===== config.mk =====
export PLATFORM = sky130hd
export DESIGN_NAME = gcn_batch_sched
export DESIGN_NICKNAME = d
export VERILOG_FILES = /design/src/rtl/gcn_batch_sched.sv
export SDC_FILE = /design/constraint.sdc
export NUM_CORES = 1
export LEC_CHECK = 0
export ABC_AREA = 1
export CORE_AREA = 2 2 127 129
export DETAILED_ROUTE_END_ITERATION = 10
export DIE_AREA = 0 0 129 131
export GPL_ROUTABILITY_DRIVEN = 0
export PLACE_DENSITY = 0.85
export SLEW_MARGIN = 20
export SYNTH_ARGS = -nofsm -noshare
export SYNTH_HDL_FRONTEND = slang
export SYNTH_SLANG_ARGS = --single-unit

===== constraint.sdc =====
create_clock -name clock -period 3.25 [get_ports clock]
set_input_delay 0.325 -clock clock [delete_from_list [all_inputs] [get_ports clock]]
set_output_delay 0.325 -clock clock [all_outputs]
set_load 0.01 [all_outputs]

===== src/rtl/gcn_batch_sched.sv =====
// -----------------------------------------------------------------------------
// gcn_batch_sched
//
// Multi-batch process scheduler for the GCN backend. One process command
// carries N batches. NUM_BUF global-buffer slots rotate through three phases:
// load (DRAM->GB), compute (MAC array) and store (GB->DRAM). Phases of
// different batches overlap. Each unit gets in-order, one-at-a-time requests
// that carry a slot index and, for load/store, the DRAM batch address.
//
// Ports
//   clock, reset_n          single clock, asynchronous active-low reset
//   process_valid           start request (sampled only while idle)
//   process_nbatch          batch count (clamped to MAX_BATCHES at start)
//   process_raddr/_waddr    read / write DRAM base addresses
//   process_active          high while the command runs
//   process_done            one-cycle completion pulse
//   load_req/buf/addr       load unit request, slot and DRAM read address
//   comp_req/buf            compute unit request and slot
//   store_req/buf/addr      store unit request, slot and DRAM write address
//   load/comp/store_done    one-cycle completion pulses from the units
//   protocol_err            sticky flag: done pulse with nothing outstanding
// -----------------------------------------------------------------------------
module gcn_batch_sched #(
   parameter int NUM_BUF     = 2,
   parameter int MAX_BATCHES = 16,
   parameter int ADDR_WIDTH  = 32,
   parameter int ADDR_STRIDE = 512
) (
   input  logic                             clock,
   input  logic                             reset_n,
   input  logic                             process_valid,
   input  logic [$clog2(MAX_BATCHES+1)-1:0] process_nbatch,
   input  logic [ADDR_WIDTH-1:0]            process_raddr,
   input  logic [ADDR_WIDTH-1:0]            process_waddr,
   output logic                             process_active,
   output logic                             process_done,
   output logic                             load_req,
   output logic [$clog2(NUM_BUF)-1:0]       load_buf,
   output logic [ADDR_WIDTH-1:0]            load_addr,
   input  logic                             load_done,
   output logic                             comp_req,
   output logic [$clog2(NUM_BUF)-1:0]       comp_buf,
   input  logic                             comp_done,
   output logic                             store_req,
   output logic [$clog2(NUM_BUF)-1:0]       store_buf,
   output logic [ADDR_WIDTH-1:0]            store_addr,
   input  logic                             store_done,
   output logic                             protocol_err
);

   localparam int CW = $clog2(MAX_BATCHES + 1);
   localparam int BW = $clog2(NUM_BUF);

   localparam logic [ADDR_WIDTH-1:0] STRIDE = ADDR_WIDTH'(ADDR_STRIDE);
   localparam logic [CW-1:0]         NB_MAX = CW'(MAX_BATCHES);

   typedef enum logic [1:0] {
      ST_IDLE = 2'd0,
      ST_RUN  = 2'd1,
      ST_DONE = 2'd2
   } top_state_e;

   typedef enum logic [2:0] {
      SLOT_FREE      = 3'd0,
      SLOT_LOADING   = 3'd1,
      SLOT_LOADED    = 3'd2,
      SLOT_COMPUTING = 3'd3,
      SLOT_COMPUTED  = 3'd4,
      SLOT_STORING   = 3'd5
   } slot_state_e;

   // Slot pointers wrap at NUM_BUF, which need not be a power of two.
   function automatic logic [BW-1:0] ptr_inc(input logic [BW-1:0] p);
      return (p == BW'(NUM_BUF - 1)) ? '0 : p + BW'(1);
   endfunction

   // ---------------------------------------------------------------------------
   // State
   // ---------------------------------------------------------------------------
   top_state_e              state_q, state_d;
   logic [CW-1:0]           nbatch_q, nbatch_d;
   logic [ADDR_WIDTH-1:0]   raddr_q, raddr_d;
   logic [ADDR_WIDTH-1:0]   waddr_q, waddr_d;

   logic [BW-1:0]           load_ptr_q, load_ptr_d;
   logic [BW-1:0]           comp_ptr_q, comp_ptr_d;
   logic [BW-1:0]           store_ptr_q, store_ptr_d;

   logic [CW-1:0]           loads_issued_q, loads_issued_d;
   logic [CW-1:0]           stores_issued_q, stores_issued_d;
   logic [CW-1:0]           stores_cmpl_q, stores_cmpl_d;

   logic                    load_busy_q, load_busy_d;
   logic                    comp_busy_q, comp_busy_d;
   logic                    store_busy_q, store_busy_d;

   slot_state_e             slot_q [NUM_BUF];
   slot_state_e             slot_d [NUM_BUF];

   logic                    load_req_q, load_req_d;
   logic [BW-1:0]           load_buf_q, load_buf_d;
   logic [ADDR_WIDTH-1:0]   load_addr_q, load_addr_d;
   logic                    comp_req_q, comp_req_d;
   logic [BW-1:0]           comp_buf_q, comp_buf_d;
   logic                    store_req_q, store_req_d;
   logic [BW-1:0]           store_buf_q, store_buf_d;
   logic [ADDR_WIDTH-1:0]   store_addr_q, store_addr_d;

   logic                    perr_q, perr_d;

   // A done pulse is honoured only when its unit has a request outstanding.
   logic load_ok, comp_ok, store_ok, spurious;
   logic [CW-1:0] nbatch_clamp;

   assign load_ok  = load_done  & load_busy_q;
   assign comp_ok  = comp_done  & comp_busy_q;
   assign store_ok = store_done & store_busy_q;
   assign spurious = (load_done  & ~load_busy_q) |
                     (comp_done  & ~comp_busy_q) |
                     (store_done & ~store_busy_q);

   assign nbatch_clamp = (process_nbatch > NB_MAX) ? NB_MAX : process_nbatch;

   // ---------------------------------------------------------------------------
   // Next-state logic
   // ---------------------------------------------------------------------------
   always_comb begin
      // NOTE: every variable gets its hold value first, so no branch can leave
      // one unassigned and infer a latch.
      state_d         = state_q;
      nbatch_d        = nbatch_q;
      raddr_d         = raddr_q;
      waddr_d         = waddr_q;
      load_ptr_d      = load_ptr_q;
      comp_ptr_d      = comp_ptr_q;
      store_ptr_d     = store_ptr_q;
      loads_issued_d  = loads_issued_q;
      stores_issued_d = stores_issued_q;
      stores_cmpl_d   = stores_cmpl_q;
      load_busy_d     = load_busy_q;
      comp_busy_d     = comp_busy_q;
      store_busy_d    = store_busy_q;
      for (int i = 0; i < NUM_BUF; i++) begin
         slot_d[i] = slot_q[i];
      end
      load_req_d      = 1'b0;
      comp_req_d      = 1'b0;
      store_req_d     = 1'b0;
      load_buf_d      = load_buf_q;
      load_addr_d     = load_addr_q;
      comp_buf_d      = comp_buf_q;
      store_buf_d     = store_buf_q;
      store_addr_d    = store_addr_q;
      perr_d          = perr_q;

      if (spurious) begin
         perr_d = 1'b1;
      end

      // Completions. The three units always finish on distinct slots.
      if (load_ok) begin
         slot_d[load_ptr_q] = SLOT_LOADED;
         load_ptr_d         = ptr_inc(load_ptr_q);
         load_busy_d        = 1'b0;
      end
      if (comp_ok) begin
         slot_d[comp_ptr_q] = SLOT_COMPUTED;
         comp_ptr_d         = ptr_inc(comp_ptr_q);
         comp_busy_d        = 1'b0;
      end
      if (store_ok) begin
         slot_d[store_ptr_q] = SLOT_FREE;
         store_ptr_d         = ptr_inc(store_ptr_q);
         store_busy_d        = 1'b0;
         stores_cmpl_d       = stores_cmpl_q + CW'(1);
      end

      case (state_q)
         ST_IDLE: begin
            if (process_valid) begin
               state_d         = ST_RUN;
               nbatch_d        = nbatch_clamp;
               raddr_d         = process_raddr;
               waddr_d         = process_waddr;
               // All slots are FREE between commands; restarting the pointers
               // makes every command begin on slot 0.
               load_ptr_d      = '0;
               comp_ptr_d      = '0;
               store_ptr_d     = '0;
               loads_issued_d  = '0;
               stores_issued_d = '0;
               stores_cmpl_d   = '0;
               // The first load is issued from the start cycle itself so its
               // request appears together with process_active.
               if (nbatch_clamp != '0) begin
                  load_req_d     = 1'b1;
                  load_buf_d     = '0;
                  load_addr_d    = process_raddr;
                  slot_d[0]      = SLOT_LOADING;
                  load_busy_d    = 1'b1;
                  loads_issued_d = CW'(1);
               end
            end
         end

         ST_RUN: begin
            if (stores_cmpl_q == nbatch_q) begin
               state_d = ST_DONE;
            end else begin
               // Own-unit done is bypassed (busy/pointer) so a unit can
               // re-issue the cycle after its done; slot states come from the
               // registers, so another unit's done is seen one cycle later.
               if ((!load_busy_q || load_ok) &&
                   (slot_q[load_ptr_d] == SLOT_FREE) &&
                   (loads_issued_q < nbatch_q)) begin
                  load_req_d          = 1'b1;
                  load_buf_d          = load_ptr_d;
                  load_addr_d         = raddr_q + ADDR_WIDTH'(loads_issued_q) * STRIDE;
                  slot_d[load_ptr_d]  = SLOT_LOADING;
                  load_busy_d         = 1'b1;
                  loads_issued_d      = loads_issued_q + CW'(1);
               end
               if ((!comp_busy_q || comp_ok) &&
                   (slot_q[comp_ptr_d] == SLOT_LOADED)) begin
                  comp_req_d          = 1'b1;
                  comp_buf_d          = comp_ptr_d;
                  slot_d[comp_ptr_d]  = SLOT_COMPUTING;
                  comp_busy_d         = 1'b1;
               end
               if ((!store_busy_q || store_ok) &&
                   (slot_q[store_ptr_d] == SLOT_COMPUTED)) begin
                  store_req_d         = 1'b1;
                  store_buf_d         = store_ptr_d;
                  store_addr_d        = waddr_q + ADDR_WIDTH'(stores_issued_q) * STRIDE;
                  slot_d[store_ptr_d] = SLOT_STORING;
                  store_busy_d        = 1'b1;
                  stores_issued_d     = stores_issued_q + CW'(1);
               end
            end
         end

         ST_DONE: begin
            state_d = ST_IDLE;
         end

         default: begin
            state_d = ST_IDLE;
         end
      endcase
   end

   // ---------------------------------------------------------------------------
   // State registers
   // ---------------------------------------------------------------------------
   // NOTE: sequential state uses non-blocking assignments so every register
   // samples the pre-edge values, independent of statement order.
   always_ff @(posedge clock or negedge reset_n) begin
      if (!reset_n) begin
         state_q         <= ST_IDLE;
         nbatch_q        <= '0;
         raddr_q         <= '0;
         waddr_q         <= '0;
         load_ptr_q      <= '0;
         comp_ptr_q      <= '0;
         store_ptr_q     <= '0;
         loads_issued_q  <= '0;
         stores_issued_q <= '0;
         stores_cmpl_q   <= '0;
         load_busy_q     <= 1'b0;
         comp_busy_q     <= 1'b0;
         store_busy_q    <= 1'b0;
         // NOTE: the slot-state array is control state, not data storage, so
         // it is reset with everything else; an abort must leave all slots FREE.
         for (int i = 0; i < NUM_BUF; i++) begin
            slot_q[i] <= SLOT_FREE;
         end
         load_req_q      <= 1'b0;
         load_buf_q      <= '0;
         load_addr_q     <= '0;
         comp_req_q      <= 1'b0;
         comp_buf_q      <= '0;
         store_req_q     <= 1'b0;
         store_buf_q     <= '0;
         store_addr_q    <= '0;
         perr_q          <= 1'b0;
      end else begin
         state_q         <= state_d;
         nbatch_q        <= nbatch_d;
         raddr_q         <= raddr_d;
         waddr_q         <= waddr_d;
         load_ptr_q      <= load_ptr_d;
         comp_ptr_q      <= comp_ptr_d;
         store_ptr_q     <= store_ptr_d;
         loads_issued_q  <= loads_issued_d;
         stores_issued_q <= stores_issued_d;
         stores_cmpl_q   <= stores_cmpl_d;
         load_busy_q     <= load_busy_d;
         comp_busy_q     <= comp_busy_d;
         store_busy_q    <= store_busy_d;
         for (int i = 0; i < NUM_BUF; i++) begin
            slot_q[i] <= slot_d[i];
         end
         load_req_q      <= load_req_d;
         load_buf_q      <= load_buf_d;
         load_addr_q     <= load_addr_d;
         comp_req_q      <= comp_req_d;
         comp_buf_q      <= comp_buf_d;
         store_req_q     <= store_req_d;
         store_buf_q     <= store_buf_d;
         store_addr_q    <= store_addr_d;
         perr_q          <= perr_d;
      end
   end

   // ---------------------------------------------------------------------------
   // Outputs
   // ---------------------------------------------------------------------------
   assign process_active = (state_q == ST_RUN);
   assign process_done   = (state_q == ST_DONE);
   assign load_req       = load_req_q;
   assign load_buf       = load_buf_q;
   assign load_addr      = load_addr_q;
   assign comp_req       = comp_req_q;
   assign comp_buf       = comp_buf_q;
   assign store_req      = store_req_q;
   assign store_buf      = store_buf_q;
   assign store_addr     = store_addr_q;
   assign protocol_err   = perr_q;

endmodule


==> flow_metrics.py <==
metrics = {
    "run_status": {
        "status": "complete, no violations",
    },
    "drt": {
        "dr_wl_met3_um": 1560,
        "wirelength_um": 22400,
        "viasPerCell": 5.19,
        "wire_per_inst_um": 14.3,
        "drt_iter0_drc": 560,
        "met1Wirelength_um": 9550,
        "antenna_left": 0,
        "drc": 0,
        "num_vias": 8123,
        "wl_met2_um": 10800,
        "drt-pass1-iter-count": 5,
        "top_layer": "met4",
    },
    "placement": {
        "portBuffers": 147,
        "hpwl_um": 14900,
        "placed_cell_area_sq_mm": 0.0105,
    },
    "power": {
        "peakVddDrop_mv": 0.576,
        "switchingPower_uw": 4330,
        "p_clk_share_pct": 19.9,
        "combPwrFrac_pct": 44.3,
        "leakage_uw": 0.00569,
        "finalPower_uw": 10400,
        "sw_frac_of_total_pct": 41.7,
        "p_seq_share_pct": 35.8,
        "pwr_density_cell_mw_per_mm2": 934,
        "p_int_uw": 6050,
    },
    "worst_setup_path": {
        "crit_path_max_fanout": 55,
        "crit_type": "reg2out",
        "worstPathArrival_ps": 2200,
        "worstPathRequired_ps": 2920,
        "rrSetupSlack_ps": 870,
        "end_kind": "primary output",
        "crit_path_start_kind": "flip-flop",
    },
    "synth": {
        "synth_cell_type_count": 37,
        "ys_ff_latch": 169,
        "ys_warn_count": 0,
        "synthCells": 1199,
        "seq_area_frac_synth_pct": 47.5,
        "synth_nets": 1293,
        "yosysTopAreaCell": "dfrtp_1",
        "avgSynthCellArea_sq_um": 7.43,
        "ys_top_cells_by_area": "dfrtp_1, nand2_1, inv_1",
        "synth_area_sq_mm": 0.00891,
        "synth_top_area_share_pct": 47.5,
    },
    "cts": {
        "ctsResizeCount": 0,
        "clk_latency_ps": 430,
        "numCtsBuffers": 17,
        "clk_path_buf_depth": 2,
        "htreeDepth": 4,
        "cts-root-buf": "clkbuf_16",
        "cts.sinks": 169,
        "cts_tree": "built",
        "clk_pin_slew_ps": 70,
    },
    "sta": {
        "skew_ps": 9.64,
        "worstMarginPinSlew_ps": 894,
        "drv_slew": 0,
        "final.setup.tns_ps": 0,
        "setup_violations": 0,
        "grt_setup_unrepaired": "no",
        "period_needed_ps": 2530,
        "finalHoldViolations": 0,
        "finalCritPeriodShare_pct": 77.8,
        "clock.fmax_mhz": 396,
        "maxSlewHeadroom_pct": 40.4,
    },
    "floorplan": {
        "die_h_um": 131,
        "ios": 148,
        "start_util_pct": 57.1,
        "die_w_um": 129,
        "row_count": 46,
        "coreArea_sq_mm": 0.0156,
        "die_area_sq_mm": 0.0169,
    },
    "job": {
        "max_cap_viol_count": 0,
    },
    "final_layout": {
        "stdcell_area_sq_mm": 0.0111,
        "drive_gt1_share_pct": 4.74,
        "syn_to_final_growth_pct": 24.9,
        "final_common_cell": "nand2_1",
        "fin_nets": 1430,
        "antenna_cells": 0,
        "utilization_pct": 71.3,
        "layout_common_cells": "nand2_1, dfrtp_1, clkdlybuf4s50_1",
    },
    "global_routing": {
        "grt_max_degree": 73,
        "antenna_found_initial": 0,
        "track_usage_pct": 27.6,
        "gr-total-overflow": 0,
        "grt_first_pass_wirelength_um": 36700,
        "grt_pass1_vias": 7852,
    },
    "min_path": {
        "holdCritPathClass": "in2reg",
    },
}
## per-stage QoR
stage,setup slack (ps),hold WS (ps),cells
after floorplan,1360,29.4,1199
after global placement,768,385,1532
after detailed placement,634,380,1532
after CTS,706,419,1565
after global routing,623,427,1565
final,722,427,1565
## sequential cells by signal, summed over array words and instances, names as in the netlist, 2 cells and up
name	count
raddr_q	32
store_addr	32
stores_issued_q	5
load_addr	32
loads_issued_q	5
state_q	2
stores_cmpl_q	5
waddr_q	32
slot_q	6
nbatch_q	5
## final timing paths
check                                      start                  to  cells after the start
worst max-delay path                  state_q[1]      process_active                      3
worst min-delay path            process_waddr[3]          waddr_q[3]                      3
worst max register to register        state_q[1]  stores_issued_q[1]                      5
worst min register to register     store_addr[7]       store_addr[7]                      2
max in group asynchronous                reset_n         waddr_q[31]                      3
min in group asynchronous                reset_n   loads_issued_q[0]                      2
## power groups by stage
stage	combinational [uW]	sequential, uW	clock (uW)
final	4600	3720	2060
after global routing	5190	3820	2170
after CTS	4610	3710	2080
after detailed placement	4560	3710	0
after global placement	4390	3700	0
after floorplan	2890	3730	0
## synthesized netlist by cell type
master / count
buf_6: 6
a22oi_1: 2
clkbuf_1: 21
and2_1: 1
nand3_2: 4
dfrtp_1: 169
a21oi_1: 16
a211oi_1: 1
buf_2: 6
xnor2_1: 7
nor2_1: 80
ha_1: 17
nand3_1: 84
inv_4: 1
fa_1: 2
xor2_1: 7
nand4_4: 1
nor2_2: 2
inv_1: 114
nand2_4: 8
nor2_4: 1
nand2_2: 4
o221ai_1: 1
inv_2: 3
a21o_1: 1
a21boi_0: 1
o21ai_1: 7
o21ai_0: 77
o22ai_1: 3
nor2_8: 1
nand2_1: 521
nor3_1: 7
nand4_1: 13
buf_8: 2
clkinv_1: 1
nand3b_1: 6
o21ai_4: 1
## cell families after synthesis
group	after synthesis	share of synthesized area, %
buffers and inverters	154	7.36
AOI/OAI and AO/OA	110	6.53
xor gates and xnor gates	14	1.38
DFF	169	47.5
and+or+nand+nor	733	34.4
adders and majority gates	19	2.84
## layout make-up
class	instances	area (sq um)
repair buffers	153	1550
clock inverters	12	149
flip-flops and latches	169	4230
multi-input cells	876	4030
clock buffers	20	447
well taps	216	270
fillers	1236	4480
inverters	119	449
## metal layers
layer | vias up | track usage (%)
met3 | 53 | 7.86
met4 | 0 | 10.9
met2 | 283 | 46.3
met5 | - | 0
met1 | 3748 | 34.1
li1 | 4039 | -
## critical path: stages (launching register included)
cell	delay (ps)
dfrtp_1	440
nor2_4	140
buf_4	500
clkdlybuf4s50_1	660
## repair_timing
| item | in CTS | in global routing |
|---|---|---|
| hold buffers | 1 | 0 |
| hold endpoints to repair | 68 | 0 |
| buffers inserted | 0 | 0 |
No activity file was read; power rests on OpenSTA's default activity.
